File: src/rtl/pin_owner_arbiter.sv
`default_nettype none
// ============================================================================
// Module   : pin_owner_arbiter
// Purpose  : Round-robin owner of the shared pad bus with a hi-Z turnaround
//            between owners. Define PIN_ARB_TIMEOUT_EN for hold timeout/lockout.
// Revision : 1.0
// ============================================================================
module pin_owner_arbiter #(
    parameter int NREQ       = 2,
    parameter int PIN_W      = 32,
    parameter int TURNAROUND = 1,
    parameter int PARK_ID    = 0,
    parameter int HOLD_MAX   = 65535
) (
    input  logic                  clock_160,
    input  logic                  res,
    input  logic [NREQ-1:0]       req,
    input  logic [NREQ*PIN_W-1:0] req_out,
    input  logic [NREQ*PIN_W-1:0] req_dir,
    output logic [NREQ-1:0]       gnt,
    output logic [2:0]            gnt_id,
    output logic                  parked,
    output logic [PIN_W-1:0]      pin_out,
    output logic [PIN_W-1:0]      pin_dir,
    output logic                  tmo
);

    if (NREQ < 2 || NREQ > 8 || TURNAROUND < 1 || PARK_ID < 0 || PARK_ID >= NREQ) begin : g_bad_cfg
        $error("pin_owner_arbiter: illegal NREQ/TURNAROUND/PARK_ID");
    end

    typedef enum logic [1:0] {
        S_IDLE = 2'd0,
        S_TURN = 2'd1,
        S_OWN  = 2'd2
    } state_t;

    localparam int         CW   = $clog2(TURNAROUND + 1);
    localparam logic [2:0] PARK = 3'(PARK_ID);

    state_t            state_q, state_d;
    logic [2:0]        tgt_q, tgt_d, rr_q, rr_d, gid_q, gid_d;
    logic [CW-1:0]     cnt_q, cnt_d;
    logic              parked_q, parked_d, tmo_q, tmo_d;
    logic [NREQ-1:0]   gnt_q, gnt_d;
    logic [PIN_W-1:0]  pout_q, pout_d, pdir_q, pdir_d;

    logic [NREQ-1:0]   tgt_oh, elig, elig_oth;
    logic [PIN_W-1:0]  sel_out, sel_dir;
    logic              owner_req, launch;
    logic [2:0]        nxt;
    logic [3:0]        pk;

    // Returns {found, index} of the first set bit at or after start, wrapping.
    function automatic logic [3:0] rr_pick(input logic [NREQ-1:0] m, input logic [2:0] start);
        logic [3:0] r;
        int         best, d;
        r    = '0;
        best = NREQ;
        for (int k = 0; k < NREQ; k++) begin
            d = (k >= int'(start)) ? k - int'(start) : k + NREQ - int'(start);
            if (m[k] && d < best) begin
                best = d;
                r    = {1'b1, 3'(k)};
            end
        end
        return r;
    endfunction

    always_comb begin
        tgt_oh  = '0;
        sel_out = '0;
        sel_dir = '0;
        for (int k = 0; k < NREQ; k++) begin
            tgt_oh[k] = (tgt_q == 3'(k));
            if (tgt_q == 3'(k)) begin
                sel_out = req_out[k*PIN_W +: PIN_W];
                sel_dir = req_dir[k*PIN_W +: PIN_W];
            end
        end
    end

`ifdef PIN_ARB_TIMEOUT_EN
    logic [15:0]     hold_q, hold_d;
    logic [NREQ-1:0] lock_q, lock_d;
    logic            revoke;
    assign elig   = req & ~lock_q;
    assign revoke = ({1'b0, hold_q} + 17'd1) >= 17'(HOLD_MAX);
`else
    logic unused_hold_max;
    assign elig            = req;
    assign unused_hold_max = (HOLD_MAX != 0);
`endif

    assign elig_oth  = elig & ~tgt_oh;
    assign owner_req = |(req & tgt_oh);
    assign nxt       = (int'(tgt_q) == NREQ - 1) ? 3'd0 : tgt_q + 3'd1;

    always_comb begin
        state_d  = state_q;
        tgt_d    = tgt_q;
        rr_d     = rr_q;
        gid_d    = gid_q;
        cnt_d    = cnt_q;
        parked_d = parked_q;
        gnt_d    = gnt_q;
        pout_d   = pout_q;
        pdir_d   = pdir_q;
        tmo_d    = 1'b0;
        launch   = 1'b0;
        pk       = '0;
`ifdef PIN_ARB_TIMEOUT_EN
        hold_d   = hold_q;
        lock_d   = lock_q & req;
`endif
        case (state_q)
            S_IDLE: begin
                launch = 1'b1;
                pk     = rr_pick(elig, rr_q);
            end
            S_TURN: begin
                gnt_d  = '0;
                pout_d = '0;
                pdir_d = '0;
                if (cnt_q == CW'(1)) begin
                    state_d = S_OWN;
                    gnt_d   = tgt_oh;
                    gid_d   = tgt_q;
                    pout_d  = sel_out;
                    pdir_d  = sel_dir;
`ifdef PIN_ARB_TIMEOUT_EN
                    hold_d  = '0;
`endif
                end else begin
                    cnt_d = cnt_q - CW'(1);
                end
            end
            S_OWN: begin
                pout_d = sel_out;
                pdir_d = sel_dir;
                if (parked_q) begin
                    // A parked owner upgrades in place when it is the only requester.
                    if (|elig_oth) begin
                        launch = 1'b1;
                        pk     = rr_pick(elig, rr_q);
                    end else if (owner_req) begin
                        parked_d = 1'b0;
                    end
                end else if (!owner_req) begin
                    rr_d   = nxt;
                    launch = 1'b1;
                    pk     = rr_pick(elig_oth, nxt);
                end
`ifdef PIN_ARB_TIMEOUT_EN
                else if (|elig_oth) begin
                    if (revoke) begin
                        tmo_d  = 1'b1;
                        lock_d = lock_d | tgt_oh;
                        rr_d   = nxt;
                        launch = 1'b1;
                        pk     = rr_pick(elig_oth, nxt);
                    end else if (hold_q != 16'hFFFF) begin
                        hold_d = hold_q + 16'd1;
                    end
                end
`endif
            end
            default: state_d = S_IDLE;
        endcase
        if (launch) begin
            state_d  = S_TURN;
            cnt_d    = CW'(TURNAROUND);
            gnt_d    = '0;
            pout_d   = '0;
            pdir_d   = '0;
            tgt_d    = pk[3] ? pk[2:0] : PARK;
            parked_d = ~pk[3];
        end
    end

    always_ff @(posedge clock_160) begin
        if (res) begin
            state_q  <= S_IDLE;
            tgt_q    <= '0;
            rr_q     <= '0;
            gid_q    <= '0;
            cnt_q    <= '0;
            parked_q <= 1'b0;
            tmo_q    <= 1'b0;
            gnt_q    <= '0;
            pout_q   <= '0;
            pdir_q   <= '0;
`ifdef PIN_ARB_TIMEOUT_EN
            hold_q   <= '0;
            lock_q   <= '0;
`endif
        end else begin
            state_q  <= state_d;
            tgt_q    <= tgt_d;
            rr_q     <= rr_d;
            gid_q    <= gid_d;
            cnt_q    <= cnt_d;
            parked_q <= parked_d;
            tmo_q    <= tmo_d;
            gnt_q    <= gnt_d;
            pout_q   <= pout_d;
            pdir_q   <= pdir_d;
`ifdef PIN_ARB_TIMEOUT_EN
            hold_q   <= hold_d;
            lock_q   <= lock_d;
`endif
        end
    end

    assign gnt     = gnt_q;
    assign gnt_id  = gid_q;
    assign parked  = parked_q;
    assign pin_out = pout_q;
    assign pin_dir = pdir_q;
    assign tmo     = tmo_q;

endmodule
`default_nettype wire

File: config.mk
export PLATFORM = sky130hd
export DESIGN_NAME = pin_owner_arbiter
export DESIGN_NICKNAME = d
export VERILOG_FILES = /design/src/rtl/pin_owner_arbiter.sv
export SDC_FILE = /design/constraint.sdc
export NUM_CORES = 1
export LEC_CHECK = 0
export CORE_ASPECT_RATIO = 0.5
export CORE_MARGIN = 10
export CORE_UTILIZATION = 25
export CTS_CLUSTER_SIZE = 24
export DETAILED_ROUTE_END_ITERATION = 10
export GPL_TIMING_DRIVEN = 1
export PLACE_DENSITY = 0.67
export REMOVE_ABC_BUFFERS = 1
export SETUP_SLACK_MARGIN = 0.05
export SLEW_MARGIN = 5
export SYNTH_ARGS = -nofsm -noshare
export SYNTH_HDL_FRONTEND = slang
export SYNTH_SLANG_ARGS = --single-unit
File: constraint.sdc
create_clock -name clock_160 -period 2.24 [get_ports clock_160]
set_input_delay 0.448 -clock clock_160 [delete_from_list [all_inputs] [get_ports clock_160]]
set_output_delay 0.448 -clock clock_160 [all_outputs]
set_load 0.005 [all_outputs]
==> impl_results.md, run 1 <==
* Area occupied by registers at 0.00147 sq mm
* Post-CTS Setup Inserts at 0
* Post-Syn Instances at 434
* Syn Area/Cell at 8.25 sq um
* Routability cong. at 0.796
* Pin count of the biggest net entering global routing at 65
* Via/cell ratio at 4.36
* Synthesized area at 0.00358 sq mm
* Ant diodes at 0
* Num rows at 30
* Area Growth Syn to Fin at 70.3%
* Final setup fails at 0
* Grt ovf at 0
* Multi-input gate area at 0.00192 sq mm
* Port bufs at 199
* Main synth FF type: dfxtp_1
* Root Buffer: clkbuf_16
* Initial Utilization at 0.260
* Die Ht at 105 um
* Crit-path max FO at 41
* Worst EP required at 2.50 ns
* Largest cells by area after synthesis: dfxtp_1 41%, mux2i_1 18%, nor2_1 13%
* YS warnings at 0
* Yosys top cell area share at 0.408
* Pins Over Slew Limit at 0
* Final Hold Fails at 0
* Yosys cell types at 35
* Crit path cell chain: inv_1, ha_1, o2111a_1, or4_2, buf_12, nor2_1
* Period utilization at 0.926
* Initial antenna violation count at 0
* I/O pin cnt at 203
* Later-pin clock latency in the skew report at 0.32 ns
* Starting DRT DRC Count at 153
* Simple-gate share of the synthesized area at 0.195
* Area leader, netlist: dfxtp_1
* Synth cell count leaders: 121 x nor2_1, 74 x a21oi_1, 73 x dfxtp_1
* First-pass GRT wire length at 19,900 um
* Period minus WS final at 2.08 ns
* Slowest CP cell: or4_2
* Cells after DPL at 806
* Clk buf depth at 2
* Number of flops mapped to enable cells by yosys at 0
* Sequential share of the synthesized area at 0.408
* Leak at 0.00210 uW
* Post-DRT Antenna Nets at 0
* # clock sinks at 73
* XOR/XNOR share of the synthesized area at 0
* Mux contribution to synthesized area at 0.182
* Htree depth at 3
* Peak VDD IR at 0.364 mV
* CTS Buf Count at 9
* Via count at 3,580
* Pwr dens at 573 mW/mm^2
* Dpl hpwl at 10,400 um
* Most common cell in the netlist: nor2_1
* WP data arrival at 2.33 ns
* DR WL/cell at 15.8 um
* Detailed Routing Iterations Pass 1 at 4
* Vias in the first global route at 3,580
* RSZ-0062 raised after global routing: false
* Final Util at 0.443
* Final WL at 13,000 um
* Worst setup EP type: register
* CP top delay family: simple AND/OR/NAND/NOR gates
* Final nets at 762
* Die area at 0.0198 sq mm
* Quantity of gates resized following cts at 0
* Share of cells above drive strength 1 at 0.0746
* Post-synthesis compound-gate area fraction at 0.132
* Die Width at 189 um
* CTS clock-pin slew for the worst setup and hold paths at 0.06 ns
* CTS tree: built
* Status: finished, final reports clean
* Worst hold path class: register to register
* Worst Clk Skew at 0.00691 ns
* FFs w/ async S/R, synth at 0
* Startpoint types: register
* Max Freq at 482 MHz
* Slowest stage delay, CP at 0.75 ns
* GRT Util Overall at 0.125
* Main combinational cell family by area after synthesis: simple AND/OR/NAND/NOR gates
* Synth Area in Adders at 0.0175
* DRC at 0
* Post-CTS Hold Fix Bufs at 0
* Core ar. at 0.0138 sq mm
* Max cap viols at 0
* # fillers at 1,340
* WP buf/inv at 2
* Non-Filler Instances at 822
* FF+latch count, synth at 73
* WS Path Type: register to register
==> final timing paths <==
kind	start	depth (start not counted)	endpoint	slack, ns
setup reg to reg	state_q[0]$_SDFFE_PP0P_	6	pin_dir[24]$_SDFFE_PP0P_	0.16
hold / removal	gnt_id[0]$_SDFFE_PP0P_	2	gnt_id[0]$_SDFFE_PP0P_	0.46
hold reg to reg	gnt_id[0]$_SDFFE_PP0P_	2	gnt_id[0]$_SDFFE_PP0P_	0.46
setup / recovery	state_q[0]$_SDFFE_PP0P_	6	pin_dir[24]$_SDFFE_PP0P_	0.16
==> worst min-delay path, stage by stage (launching register included) <==
cell and delay, ns:
dfxtp_1 0.31, nand2_1 0.05, a21oi_1 0.05
==> placed cells by master (no fill, tap or decap), drive strengths merged, types with 2 or more instances in the layout <==
cell type / n
mux2i: 64
nand2b: 2
nand3: 5
nor3: 2
dfxtp: 73
clkbuf: 14
a21oi: 74
clkinv: 2
clkdlybuf4s50: 199
nor2: 131
nor4: 2
conb: 6
inv: 9
ha: 5
nor2b: 2
nand2: 6
o21ai: 5
a211oi: 3
buf: 14
nor3b: 2
==> flip-flops by register name, summed over array words and instances (netlist names) <==
signal and flops:
tgt_q 1, state_q 2, pin_dir 32, rr_q 1, gnt 2, parked 1
cnt_q 1, gnt_id 1, pin_out 32
==> layout make-up <==
class,instances,area share
clock buffers,14,0.0466
clock inverters,2,0.00164
inverters,9,0.00554
multi-input cells,319,0.315
flip-flops and latches,73,0.240
well taps,192,0.0394
repair buffers,213,0.352
==> cells by family after synthesis <==
group | after synthesis
AO/OA/AOI/OAI | 88
adder cells (fa/ha/maj) | 5
buffers and inverters | 46
flip-flops | 73
multiplexers | 65
other | 2
AND/OR/NAND/NOR | 155
==> where the power goes <==
part           switching, uW  internal, uW
logic                    344           423
clock network            494           867
registers               28.5          1340
==> routing by layer <==
metal	GRT usage	up-vias	part of all wire
met1	0.122	1702	0.36
met4	0.0321	0	0.0080
li1	-	1832	-
met2	0.263	39	0.61
met5	0	-	0
met3	0.0212	7	0.022
==> metrics by stage <==
stage | TNS (ns) | area (sq um) | setup slack [ns] | total power (uW) | hold WS (ns)
after floorplan | -174.74 | 3400 | -2.67 | 1740 | 0.447
after global placement | -3.13 | 5810 | -0.0710 | 2160 | 0.443
after detailed placement | -4.57 | 5810 | -0.111 | 2170 | 0.449
after CTS | 0 | 6100 | 0.149 | 3550 | 0.459
after global routing | 0 | 6100 | 0.0569 | 3680 | 0.481
final | 0 | 6100 | 0.165 | 3490 | 0.457
No activity file was read; power rests on OpenSTA's default activity.
==> run 2, diff against run 1 <==
--- a/config.mk
+++ b/config.mk
@@ -14,7 +14,7 @@
 export PLACE_DENSITY = 0.67
 export REMOVE_ABC_BUFFERS = 1
 export SETUP_SLACK_MARGIN = 0.05
-export SLEW_MARGIN = 5
+export SLEW_MARGIN = 25
 export SYNTH_ARGS = -nofsm -noshare
 export SYNTH_HDL_FRONTEND = slang
 export SYNTH_SLANG_ARGS = --single-unit
==> results of run 2 <==
The final DEF is identical to that of run 1; final timing and power are the same.
